**config.mk**
```make
export PLATFORM = sky130hd
export DESIGN_NAME = mem_io_bus
export DESIGN_NICKNAME = d
export VERILOG_FILES = /design/src/rtl/mem_io_bus_pkg.sv /design/src/rtl/mem_io_decode.sv /design/src/rtl/mem_io_bus.sv
export SDC_FILE = /design/constraint.sdc
export NUM_CORES = 1
export LEC_CHECK = 0
export ABC_CLOCK_PERIOD_IN_PS = 7250
export CORE_AREA = 8 8 108 120
export CTS_BUF_LIST = sky130_fd_sc_hd__clkbuf_2 sky130_fd_sc_hd__clkbuf_4 sky130_fd_sc_hd__clkbuf_8
export DETAILED_ROUTE_END_ITERATION = 7
export DIE_AREA = 0 0 116 128
export PLACE_DENSITY = 0.88
export SYNTH_ARGS = -nofsm -noshare
export SYNTH_HDL_FRONTEND = slang
export SYNTH_HIERARCHICAL = 1
export SYNTH_SLANG_ARGS = --single-unit
```
**constraint.sdc**
```tcl
create_clock -name clk -period 7.25 [get_ports clk]
set_clock_uncertainty 0.15 [all_clocks]
set_input_delay 1.8125 -clock clk [delete_from_list [all_inputs] [get_ports clk]]
set_output_delay 1.8125 -clock clk [all_outputs]
set_load 0.01 [all_outputs]
```
**src/rtl/mem_io_bus_pkg.sv**
```systemverilog
// rtl/mem_io_bus_pkg.sv - shared types, constants and helpers for the CPU memory/IO router
package mem_io_bus_pkg;

    typedef enum logic [1:0] {
        IDLE,
        RAM_RD,
        IO_WAIT,
        RESP
    } bus_state_e;

    localparam logic [15:0] BUS_ERR_DATA = 16'hDEAD;

    // Lowest byte address of the IO window: every bit above the channel field set.
    function automatic logic [31:0] io_base(input int addr_w, input int io_addr_w, input int ch_w);
        logic [31:0] top_mask;
        logic [31:0] low_mask;
        top_mask = (32'd1 << addr_w) - 32'd1;
        low_mask = (32'd1 << (io_addr_w + ch_w)) - 32'd1;
        return top_mask & ~low_mask;
    endfunction

    function automatic logic [1:0] lane_enable(input logic byte_acc, input logic a0);
        if (!byte_acc) begin
            return 2'b11;
        end
        return a0 ? 2'b10 : 2'b01;
    endfunction

endpackage

```
**src/rtl/mem_io_decode.sv**
```systemverilog
// rtl/mem_io_decode.sv - combinational region, channel and byte-lane decode of a CPU byte address
module mem_io_decode
    import mem_io_bus_pkg::*;
#(
    parameter int ADDR_W    = 19,
    parameter int N_IO      = 4,
    parameter int IO_ADDR_W = 8,
    parameter int CH_W      = $clog2(N_IO)
) (
    input  logic [ADDR_W-1:0]    addr_i,
    input  logic                 byte_i,
    output logic                 is_io_o,
    output logic [CH_W-1:0]      ch_o,
    output logic [IO_ADDR_W-1:0] io_addr_o,
    output logic [1:0]           be_o
);

    localparam logic [31:0]       IO_BASE = io_base(ADDR_W, IO_ADDR_W, CH_W);
    localparam logic [ADDR_W-1:0] IO_MASK = IO_BASE[ADDR_W-1:0];

    assign is_io_o   = (addr_i & IO_MASK) == IO_MASK;
    assign ch_o      = addr_i[IO_ADDR_W+CH_W-1:IO_ADDR_W];
    assign io_addr_o = addr_i[IO_ADDR_W-1:0];
    assign be_o      = lane_enable(byte_i, addr_i[0]);

endmodule

```
**src/rtl/mem_io_bus.sv**
```systemverilog
// rtl/mem_io_bus.sv - CPU router to RAM/BIOS and N IO channels with req/ack and bus-error timeout
// Optional access counters are built when MEM_IO_BUS_STATS_EN is defined.
module mem_io_bus
    import mem_io_bus_pkg::*;
#(
    parameter int ADDR_W    = 19,
    parameter int DATA_W    = 16,
    parameter int N_IO      = 4,
    parameter int IO_ADDR_W = 8,
    parameter int RAM_LAT   = 1,
    parameter int TIMEOUT   = 255
) (
    input  logic                   clk,
    input  logic                   reset,
    input  logic                   i_cpu_req,
    input  logic                   i_cpu_we,
    input  logic                   i_cpu_be,
    input  logic [ADDR_W-1:0]      i_cpu_addr,
    input  logic [DATA_W-1:0]      i_cpu_wdata,
    output logic [DATA_W-1:0]      o_cpu_rdata,
    output logic                   o_cpu_ack,
    output logic                   o_cpu_err,
    output logic [ADDR_W-2:0]      o_ram_addr,
    output logic [DATA_W-1:0]      o_ram_wdata,
    output logic [1:0]             o_ram_be,
    output logic                   o_ram_we,
    input  logic [DATA_W-1:0]      i_ram_rdata,
    input  logic                   i_bios_ena,
    input  logic [DATA_W-1:0]      i_bios_rdata,
    output logic [N_IO-1:0]        o_io_sel,
    output logic [IO_ADDR_W-1:0]   o_io_addr,
    output logic [DATA_W-1:0]      o_io_wdata,
    output logic                   o_io_we,
    output logic                   o_io_re,
    input  logic [N_IO*DATA_W-1:0] i_io_rdata,
    input  logic [N_IO-1:0]        i_io_ready
`ifdef MEM_IO_BUS_STATS_EN
    ,
    output logic [31:0]            o_stat_ram_cnt,
    output logic [31:0]            o_stat_io_cnt,
    output logic [15:0]            o_stat_err_cnt
`endif
);

    localparam int                CH_W       = $clog2(N_IO);
    localparam int                HALF_W     = DATA_W / 2;
    localparam logic [ADDR_W-2:0] BIOS_WORDS = (ADDR_W-1)'(4096);

    bus_state_e           state_q, state_d;
    logic [15:0]          cnt_q, cnt_d;
    logic [DATA_W-1:0]    rdata_q, rdata_d;
    logic                 err_q, err_d;
    logic                 accept;

    logic [ADDR_W-1:0]    addr_q;
    logic                 we_q, byte_q, is_io_q;
    logic [CH_W-1:0]      ch_q;
    logic [IO_ADDR_W-1:0] io_addr_q;
    logic [1:0]           be_q;
    logic [DATA_W-1:0]    wdata_q;

    logic                 dec_is_io;
    logic [CH_W-1:0]      dec_ch;
    logic [IO_ADDR_W-1:0] dec_io_addr;
    logic [1:0]           dec_be;
    logic                 bios_hit;

    mem_io_decode #(
        .ADDR_W   (ADDR_W),
        .N_IO     (N_IO),
        .IO_ADDR_W(IO_ADDR_W),
        .CH_W     (CH_W)
    ) u_decode (
        .addr_i   (i_cpu_addr),
        .byte_i   (i_cpu_be),
        .is_io_o  (dec_is_io),
        .ch_o     (dec_ch),
        .io_addr_o(dec_io_addr),
        .be_o     (dec_be)
    );

    // Byte reads come back zero-extended in the low lane.
    function automatic logic [DATA_W-1:0] lane_data(input logic byte_acc, input logic a0,
                                                    input logic [DATA_W-1:0] d);
        if (!byte_acc) begin
            return d;
        end
        return a0 ? {{HALF_W{1'b0}}, d[DATA_W-1:HALF_W]} : {{HALF_W{1'b0}}, d[HALF_W-1:0]};
    endfunction

    assign bios_hit = i_bios_ena && (addr_q[ADDR_W-1:1] < BIOS_WORDS);

    always_comb begin
        state_d   = state_q;
        cnt_d     = cnt_q;
        rdata_d   = rdata_q;
        err_d     = err_q;
        accept    = 1'b0;
        o_cpu_ack = 1'b0;
        o_cpu_err = 1'b0;
        o_ram_we  = 1'b0;
        o_io_we   = 1'b0;
        o_io_re   = 1'b0;
        o_io_sel  = '0;
        case (state_q)
            IDLE: begin
                if (i_cpu_req) begin
                    accept  = 1'b1;
                    cnt_d   = '0;
                    err_d   = 1'b0;
                    state_d = dec_is_io ? IO_WAIT : RAM_RD;
                end
            end
            // Writes spend a single cycle here to strobe RAM; reads wait out the RAM latency.
            RAM_RD: begin
                o_ram_we = we_q;
                if (we_q) begin
                    state_d = RESP;
                end else if (cnt_q == 16'(RAM_LAT)) begin
                    rdata_d = lane_data(byte_q, addr_q[0], bios_hit ? i_bios_rdata : i_ram_rdata);
                    state_d = RESP;
                end else begin
                    cnt_d = cnt_q + 16'd1;
                end
            end
            IO_WAIT: begin
                o_io_sel[ch_q] = 1'b1;
                if (cnt_q == '0) begin
                    o_io_we = we_q;
                    o_io_re = !we_q;
                end
                if (i_io_ready[ch_q]) begin
                    if (!we_q) begin
                        rdata_d = lane_data(byte_q, addr_q[0], i_io_rdata[ch_q*DATA_W +: DATA_W]);
                    end
                    state_d = RESP;
                end else if (cnt_q == 16'(TIMEOUT)) begin
                    err_d   = 1'b1;
                    rdata_d = BUS_ERR_DATA;
                    state_d = RESP;
                end else begin
                    cnt_d = cnt_q + 16'd1;
                end
            end
            RESP: begin
                o_cpu_ack = 1'b1;
                o_cpu_err = err_q;
                state_d   = IDLE;
            end
            default: state_d = IDLE;
        endcase
    end

    always_ff @(posedge clk) begin
        if (reset) begin
            state_q   <= IDLE;
            cnt_q     <= '0;
            rdata_q   <= '0;
            err_q     <= 1'b0;
            addr_q    <= '0;
            we_q      <= 1'b0;
            byte_q    <= 1'b0;
            is_io_q   <= 1'b0;
            ch_q      <= '0;
            io_addr_q <= '0;
            be_q      <= '0;
            wdata_q   <= '0;
        end else begin
            state_q <= state_d;
            cnt_q   <= cnt_d;
            rdata_q <= rdata_d;
            err_q   <= err_d;
            if (accept) begin
                addr_q    <= i_cpu_addr;
                we_q      <= i_cpu_we;
                byte_q    <= i_cpu_be;
                is_io_q   <= dec_is_io;
                ch_q      <= dec_ch;
                io_addr_q <= dec_io_addr;
                be_q      <= dec_be;
                wdata_q   <= i_cpu_be ? {2{i_cpu_wdata[HALF_W-1:0]}} : i_cpu_wdata;
            end
        end
    end

    assign o_cpu_rdata = rdata_q;
    assign o_ram_addr  = addr_q[ADDR_W-1:1];
    assign o_ram_wdata = wdata_q;
    assign o_ram_be    = be_q;
    assign o_io_addr   = io_addr_q;
    assign o_io_wdata  = wdata_q;

`ifdef MEM_IO_BUS_STATS_EN
    logic [31:0] stat_ram_q, stat_io_q;
    logic [15:0] stat_err_q;

    always_ff @(posedge clk) begin
        if (reset) begin
            stat_ram_q <= '0;
            stat_io_q  <= '0;
            stat_err_q <= '0;
        end else if (state_q == RESP) begin
            if (is_io_q) begin
                if (!(&stat_io_q)) stat_io_q <= stat_io_q + 32'd1;
            end else begin
                if (!(&stat_ram_q)) stat_ram_q <= stat_ram_q + 32'd1;
            end
            if (err_q && !(&stat_err_q)) stat_err_q <= stat_err_q + 16'd1;
        end
    end

    assign o_stat_ram_cnt = stat_ram_q;
    assign o_stat_io_cnt  = stat_io_q;
    assign o_stat_err_cnt = stat_err_q;
`endif

endmodule

```
## After elaboration in Yosys (flattened, before gate mapping)

Cells that the tools add are included.

- Add/subtract/negate cells: 1
- Magnitude comparators: 3
- Equality and inequality tests: 16
- Shift operators: 1
- Multiplexer cells: 54
- Reduce and logical (&&, ||, !) cells: 12

Operators by type and width:

| operator | count |
|---|---|
| 16-bit 2-to-1 mux | 16 |
| 64-bit by 7-bit variable part select with 16-bit output | 1 |
| 16-bit case mux with 3 select lines | 1 |
| 16-bit case mux with 2 select lines | 1 |
| 1-bit 2-to-1 mux | 21 |
| 18-bit by 13-bit < comparator with 1-bit output (second input constant) | 1 |
| 16-bit by 1-bit adder with 16-bit output (second input constant) | 1 |
| 16-bit by 1-bit equality test with 1-bit output (second input constant) | 1 |
| 16-bit by 8-bit equality test with 1-bit output (second input constant) | 1 |
| 16-bit logical NOT | 1 |
| 2-bit 2-to-1 mux | 8 |
| 8-bit 2-to-1 mux | 2 |
| 2-bit != test (second input constant) | 7 |
| 9-bit equality test (second input constant) | 1 |
| 3-bit != test (second input constant) | 3 |
| 2-bit case mux with 4 select lines | 1 |
| 6-bit AND reduction | 1 |
| 5-bit AND reduction | 1 |
| 2-bit equality test (second input constant) | 2 |
| 4-bit 2-to-1 mux | 1 |
| 4-bit AND reduction | 1 |
| 2-bit nonzero test | 2 |
| 2-bit by 3-bit < comparator with 1-bit output (second input constant) | 1 |
| 3-bit AND reduction | 1 |
| other kinds (9) | 10 |

- Register bits: 84
- Word-level logic and storage cells: 98

## Logic depth before layout (Yosys ltp)

- Depth after elaboration: 8
- Depth in mapped cells: 10
- Depth with buffers taken out: 8

## Hierarchy

Netlist, hierarchy kept.

By module, submodules not included:

| module | instances | cells each | area an instance (µm²) | seq. area each (µm²) |
|---|---|---|---|---|
| mem_io_bus | 1 | 623 | 4942.2 | 1681.6 |
| mem_io_decode | 1 | 16 | 110.1 | 0.0 |

## Least setup slack after synthesis

No wires, ideal clock.

- Path type: input -> register
- Start point: input port i_io_ready[3]
- End point: register cnt_q[15]
- Setup time: 0.069 ns
- Arrival: 3.520 ns
- Setup slack: 3.511 ns
- Stages on the path: 8
- Path buffers: 2
- Cells stage by stage: mux4_2 and2_1 buf_4 nor2b_4 nand3_2 buf_2 or4_1 o21ai_1

- Cells in the longest elaborated chain, start to end: 4

Ends and longest elaborated chain:

| item | line | text |
|---|---|---|
| start: declaration | mem_io_bus.sv:36 | `input logic [N_IO-1:0] i_io_ready` |
| 1-bit binary-select mux with 2-bit select | mem_io_bus.sv:132 | `if (i_io_ready[ch_q]) begin` |
| 1-bit 2-to-1 mux (not written as such) | mem_io_bus.sv:132 |  |
| 2-bit != test (no line) | - |  |
| 6-bit AND reduction (no line) | - |  |
| end signal: assignment | mem_io_bus.sv:170 | `cnt_q <= cnt_d;` |
| end: declaration | mem_io_bus.sv:50 | `logic [15:0] cnt_q, cnt_d;` |

Every way passes these cells. The select of a mux whose other input is x is not followed.
A chain may end at the register's enable or synchronous reset.

## Worst setup path after layout

- Start point: register state_q[0]
- End point: output port o_io_sel[0]

- Cells in the longest elaborated chain, start to end: 2

Ends and longest elaborated chain:

| item | line | text |
|---|---|---|
| start: declaration | mem_io_bus.sv:49 | `bus_state_e state_q, state_d;` |
| start signal: assignment | mem_io_bus.sv:169 | `state_q <= state_d;` |
| 2-bit equality test | mem_io_bus.sv:105 | `case (state_q)` |
| 4-bit 2-to-1 mux | mem_io_bus.sv:105 |  |
| end: declaration | mem_io_bus.sv:30 | `output logic [N_IO-1:0] o_io_sel,` |

Every way passes these cells.

==> key figures <==
Final layout
  • Final core utilization: 0.649
  • Area added between synthesis and finish: 42.4%
  • # diodes: 0
  • Layout cells sized above 1: 0.0582
  • Nets: 935

Die
  • Initial core utilization: 0.456
  • # rows: 41
  • Core ar.: 0.0111 mm2
  • Die area: 0.0148 mm2
  • Num ports: 226
  • Die Wd: 116 um
  • Die H: 128 um

Routing
  • Vias per cell: 5.69
  • Drt drc: 0
  • Drt wl/cell: 19.3 um
  • Initial DRC Count: 364
  • Met2 routed WL: 9.17 mm
  • Final wirelength: 18.1 mm
  • TritonRoute pass-1 iters: 5
  • Top routing layer in use: met4
  • Met3 WL: 1.52 mm
  • Metal-1 WL: 6.85 mm
  • Final ANT Viol Nets: 0
  • Vias: 5353

STA
  • Relative slew slack: 0.298
  • RSZ-0062 raised after global routing: false
  • Setup_tns: 0 ps
  • Worst Tran Pin Value: 1050 ps
  • Minimum clock period: 4700 ps
  • Fin. max-slew vios: 0
  • Period utilisation layout: 0.648
  • Hold slack: 308 ps
  • Fin. Hold Viols: 0
  • Fmax: 213 MHz
  • Setup-failing EPs final: 0

Worst hold path
  • Worst Hold Class: flop to flop
  • Worst hold path cell count: 2
  • Worst hold start: addr_q[10]

CTS
  • Post-CTS sizing: 0
  • Post-CTS Hold Buffers: 0
  • Worst-path clk slew: 90 ps
  • Num CTS Buffers: 9
  • Worst skew pair latency: 360 ps
  • H-tree depth: 3
  • Post-CTS Setup Inserts: 0
  • TritonCTS clock tree: done
  • Sink Count: 84
  • CTS Root Cell: clkbuf_8
  • Clock buffer depth: 2

Synthesis
  • Seq/Total Area, Yosys: 0.333
  • Number of synthesized flops with an enable pin: 0
  • Yosys top cell by area: dfxtp_1
  • Compound-Gate Fraction of Synth Area: 0.187
  • Top area cells in the synthesized netlist: dfxtp_1 33%, nand2_1 9.3%, a21oi_1 7.6%
  • Ys Warns: 6
  • Main flop type after synthesis: dfxtp_1
  • Synthesized instance count: 639
  • Syn Std Cell Area: 0.00505 mm2
  • Mapped Nets: 788
  • Syn_area_per_cell: 7.91 um2
  • Largest family of logic cells by synthesized area: simple AND/OR/NAND/NOR gates
  • Seq cells post-synth: 84
  • Fraction of registers with async set/reset: 0
  • Xor/xnor share of the synthesized area: 0
  • Yosys cell types: 54
  • Simple-gate area share of the yosys netlist: 0.237
  • Top cell type's share of synthesized area: 0.333
  • Post-synthesis mux area share: 0.105
  • Adder-Cell Fraction of Synth Area: 0.0198

Pwr
  • Switching Fraction: 0.401
  • PD cells: 266 mW/mm2
  • Static Leakage: 2.64 nW
  • Clock Power Share: 0.194
  • Peak supply drop: 0.000170 V
  • Comb pwr share: 0.482
  • Sequential share of power: 0.324
  • Internal: 0.00115 W
  • Switch Pwr: 0.000767 W

Worst setup path
  • CP Class: flop to output pin
  • WP data arrival: 2730 ps
  • Critical path peak fanout: 17
  • Reg2reg path depth: 6
  • Crit path required time: 5290 ps
  • Setup crit start kind: flop
  • CP startpoint: state_q[0]
  • Critical R2R Launch: byte_q
  • Worst setup EP type: output pin

Global routing
  • Initial antenna violation count: 0
  • Gr ovfl total: 0
  • Number of global-route vias before repair: 5272
  • Largest net degree at the start of global routing: 59
  • All-Layer GR Usage: 0.237
  • First-pass GRT wire length: 27.7 mm

Placement
  • PortBufs: 225
  • Dpl hpwl: 13.9 mm
  • Routability cong.: 0.961

Status
  • Status: completed

Flow run
  • Max cap viols: 0
==> per-layer routing <==
metal | vias up | GRT usage
met5 | - | 0
met4 | 0 | 0.0993
met3 | 53 | 0.0697
met2 | 250 | 0.401
met1 | 2540 | 0.271
li1 | 2510 | -
==> cells by family (layout without fill, tap and decap cells) <==
kind of cell    after synthesis  in the layout
simple gates                247            247
compound gates              155            155
buf+inv                     110            262
flops                        84             84
mux                          35             35
fa+ha+maj                     8              8
==> synthesized netlist by cell type (5+ instances only) <==
library cell	number
a211oi_1	24
a21oi_1	77
and3_1	17
buf_1	5
buf_4	45
clkbuf_1	36
dfxtp_1	84
ha_1	8
inv_1	17
mux2i_1	19
mux4_2	14
nand2_1	125
nand2b_1	8
nand3_1	15
nand4_1	6
nor2_1	31
nor3_1	6
o211ai_1	9
o21ai_0	19
or3_1	5
or4_1	14
==> layout by cell type (no fill, tap or decap), types with 8 or more instances in the layout <==
cell             Yosys  final
a21oi_1             77     77
inv_1               17     17
a211oi_1            24     24
nor2_1              31     31
ha_1                 8      8
nand3_1             15     15
o21ai_0             19     19
or4_1               14     14
dfxtp_1             84     84
clkbuf_8             0     11
clkdlybuf4s50_1      0    224
mux4_2              14     14
o211ai_1             9      9
nand2b_1             8      8
and3_1              17     17
mux2i_1             19     19
nand2_1            125    125
==> state kept, by name, indices dropped and copies added, names as in the netlist <==
signal	count
state_q	2
err_q	1
o_cpu_rdata	16
o_ram_be	2
cnt_q	16
byte_q	1
we_q	1
o_io_wdata	16
ch_q	2
addr_q	19
o_io_addr	8
==> final cells by class <==
| class | instances | area [um2] |
|---|---|---|
| inverters | 18 | 67.6 |
| clock buffers | 11 | 151 |
| multi-input cells | 445 | 2770 |
| fillers | 941 | 3880 |
| repair buffers | 228 | 2270 |
| clock inverters | 5 | 67.6 |
| well taps | 150 | 188 |
| flip-flops and latches | 84 | 1680 |
==> stage by stage <==
stage | worst slack (ps) | power (W) | cell area (um2) | cells
floorplan | 3510 | 0.00121 | 5050 | 639
global placement | 2380 | 0.00151 | 6980 | 925
detailed placement | 2230 | 0.00154 | 6980 | 925
CTS | 2570 | 0.00191 | 7200 | 941
global route | 2250 | 0.00202 | 7200 | 941
finish | 2550 | 0.00192 | 7200 | 941
==> path summary, 6_finish.rpt <==
check	to	slack, ps
worst max-delay path	o_io_sel[0]	2550
worst max register to register	o_cpu_rdata[5]	3920
worst min register to register	addr_q[10]	310
worst min-delay path	addr_q[10]	310
==> worst max-delay path, stage by stage, from the launching register on <==
cell,delay (ps)
dfxtp_1,360
inv_1,90
ha_1,580
clkinv_1,490
nor3_1,270
clkdlybuf4s50_1,590
==> power by group through the flow <==
| stage | combinational [W] | clock [W] | sequential [W] |
|---|---|---|---|
| after CTS | 0.000917 | 0.000375 | 0.000620 |
| after floorplan | 0.000582 | 0 | 0.000625 |
| final | 0.000922 | 0.000373 | 0.000621 |
| after global routing | 0.000994 | 0.000393 | 0.000633 |
| after global placement | 0.000885 | 0 | 0.000626 |
| after detailed placement | 0.000911 | 0 | 0.000631 |
Power figures use the tool's default switching activity.
==> RTL change, RTL diff (same flow settings) <==
The 4 states of `bus_state_e` get a one-hot encoding in 4 bits.
--- a/src/rtl/mem_io_bus_pkg.sv
+++ b/src/rtl/mem_io_bus_pkg.sv
@@ -1,11 +1,11 @@
 // rtl/mem_io_bus_pkg.sv - shared types, constants and helpers for the CPU memory/IO router
 package mem_io_bus_pkg;
 
-    typedef enum logic [1:0] {
-        IDLE,
-        RAM_RD,
-        IO_WAIT,
-        RESP
+    typedef enum logic [3:0] {
+        IDLE    = 4'b0001,
+        RAM_RD  = 4'b0010,
+        IO_WAIT = 4'b0100,
+        RESP    = 4'b1000
     } bus_state_e;
 
     localparam logic [15:0] BUS_ERR_DATA = 16'hDEAD;
Check against the original RTL: same outputs for any inputs over 4 cycles, from zero or initial values and one cycle with reset high; so few cycles prove little.
==> RTL change against the original RTL <==
- synthesized area up 3.8%
- critical path type unchanged
- routed wire length up 1.1%
- critical endpoint is now o_io_sel[2]
- largest cell class unchanged
- hold slack better by 5.8 ps
- final area up 2.0%
- die area unchanged
- worst setup slack better by 140 ps
- non-clock buffer count up 2
- sequential cell count up 2
Power is not compared: it rests on default switching activity, and its combinational part moved more than twofold at a synthesized area within 25%.
==> RTL change: results (changes against the original RTL) <==
{| class="wikitable"
! Metric !! Value
|-
| Hold Crit Class || flip-flop to flip-flop
|-
| Iteration-0 DRC count of the detailed router || 448 (+23%)
|-
| Worst R2R End || o_cpu_rdata[3]
|-
| Worst-case hold path end point || o_ram_be[1]
|-
| Resize count post-CTS || 0 (unchanged)
|-
| Wire length per cell after detailed routing || 19.7 um (+2.1%)
|-
| Diode insertion count for antenna repair || 0 (unchanged)
|-
| Total number of H-tree levels || 3 (unchanged)
|-
| Hold_sp || o_ram_be[1]
|-
| Distinct cell type count of the synthesized netlist || 58 (+7.4%)
|-
| Layout cell share with drive strength beyond 1 || 0.0807 (+0.0225)
|-
| Compound-gate portion of the synthesized area || 0.170 (-0.0168)
|-
| Largest area contributor in the netlist || dfxtp_1
|-
| Quantity of I/O buffers inserted on ports || 225 (unchanged)
|-
| Global routing usage summed across all routing layers || 0.242 (+0.00466)
|-
| Commonest cells in the synthesized netlist || nand2_1, dfxtp_1, a21oi_1, buf_4, mux2i_1
|-
| Number of cell instances on the worst register-to-register path || 4 (-2)
|-
| Worst endpoint data arrival time || 2590 ps (-140 ps)
|-
| Filler Cells Inserted || 911 (-3.2%)
|-
| Peak ir drop on the vdd network || 0.000145 V
|-
| Longest Clk Path Bufs || 2 (unchanged)
|-
| DPL Wire Length || 14300 um (+2.4%)
|-
| Area share of fa/ha/maj cells after synthesis || 0.00716 (-0.0127)
|-
| Most frequent standard cell in the layout excluding fill and tap cells || clkdlybuf4s50_1
|-
| Wire length of the first global-routing pass || 28400 um (+2.3%)
|-
| Status || finished clean
|-
| Root buf cell || clkbuf_8
|-
| Worst-margin pin slew || 1170 ps (+119 ps)
|-
| Critical path fanouts, max || 17 (unchanged)
|-
| R2R Path Start || ch_q[0]
|-
| Antenna violations before repair || 0 (unchanged)
|-
| Worst R2R Setup Slack || 3830 ps (-90 ps)
|-
| Number of flip-flops under the largest register name || 19 (unchanged)
|-
| Area share of xor/xnor cells in the synthesized design || 0.00167 (+0.00167)
|-
| Largest net degree at the start of global routing || 74 (+25%)
|-
| Nets || 921 (-1.5%)
|-
| Sequential fraction of the synthesis area || 0.328 (-0.00444)
|-
| Detailed Routing Iterations Pass 1 || 5 (unchanged)
|-
| Leakage power || 2.76 nW
|-
| Reg with most FFs || addr_q
|-
| Via count || 5450 (+1.8%)
|-
| Net count of the mapped netlist || 768 (-2.5%)
|-
| Yosys warning count || 6 (unchanged)
|-
| Mux cell area share after synthesis || 0.159 (+0.0544)
|-
| Leading cell types by total area after synthesis || dfxtp_1, nand2_1, mux2i_1, buf_4, a21oi_1
|-
| GPL Wtd Cong || 0.923 (-3.9%)
|}
==> RTL change: cell count changes in the layout (fill, tap and decap cells not counted), moves of 8 or more <==
cell and change:
a211oi_1 -8, a21oi_1 -29, or4_1 -10, inv_1 -10, mux2i_1 +20, mux2_2 +17, nand3_1 +8, o211ai_1 -8
==> RTL change: critical path, stage by stage, from the launching register on <==
cell and delay, ps:
dfxtp_1 530, or4b_1 810, nor3b_1 290, clkdlybuf4s50_1 600
==> RTL change: final cells by class <==
cell class	instances	area (um^2)	area share
clock buffers	9	124	0.0169
repair buffers	230	2280	0.311
flip-flops and latches	86	1720	0.235
inverters	7	26.3	0.00358
clock inverters	6	40.0	0.00546
multi-input cells	443	2950	0.403
well taps	150	188	0.0256
==> RTL change: worst max-delay path by stage <==
stage	to	slack, ps	start
after floorplan	o_cpu_rdata[7]	3700	i_bios_ena
after global placement	o_cpu_rdata[7]	2710	i_bios_ena
after detailed placement	o_cpu_rdata[2]	2530	i_bios_ena
after CTS	o_io_sel[2]	2700	state_q[1]
after global routing	o_io_sel[2]	2590	state_q[1]
final	o_io_sel[2]	2690	state_q[2]
==> RTL change: kinds of logic after synthesis <==
| kind of cell | Yosys count |
|---|---|
| adders and majority gates | 3 |
| and+or+nand+nor | 240 |
| DFF | 86 |
| buffers and inverters | 95 |
| AOI/OAI and AO/OA | 131 |
| muxes | 68 |
| xor gates and xnor gates | 1 |
==> RTL change: per-layer routing <==
metal | wire length [um] | vias up | GRT usage
li1 | - | 2531 | -
met1 | 7120 | 2591 | 0.279
met2 | 8880 | 286 | 0.403
met3 | 1810 | 42 | 0.0820
met4 | 522 | 0 | 0.0886
met5 | 0 | - | 0
==> RTL change: per-stage QoR <==
stage | utilization | cells | setup WS (ps) | area [um^2] | hold slack, ps
2_1_floorplan | - | 624 | 3700 | 5240 | 287
3_3_place_gp | 0.647 | 916 | 2710 | 7170 | 292
4_1_cts | 0.662 | 931 | 2700 | 7340 | 313
6_report | 0.662 | 931 | 2690 | 7340 | 314
5_1_grt | 0.662 | 931 | 2590 | 7340 | 337
3_5_place_dp | 0.647 | 916 | 2530 | 7170 | 299
==> RTL change: power by group through the flow <==
stage	Sequential, mW	Combinational (mW)	Clock, mW
3_5_place_dp	0.528	0.302	0
4_1_cts	0.517	0.304	0.301
5_1_grt	0.521	0.326	0.321
3_3_place_gp	0.526	0.295	0
6_report	0.517	0.306	0.295
2_1_floorplan	0.525	0.164	0
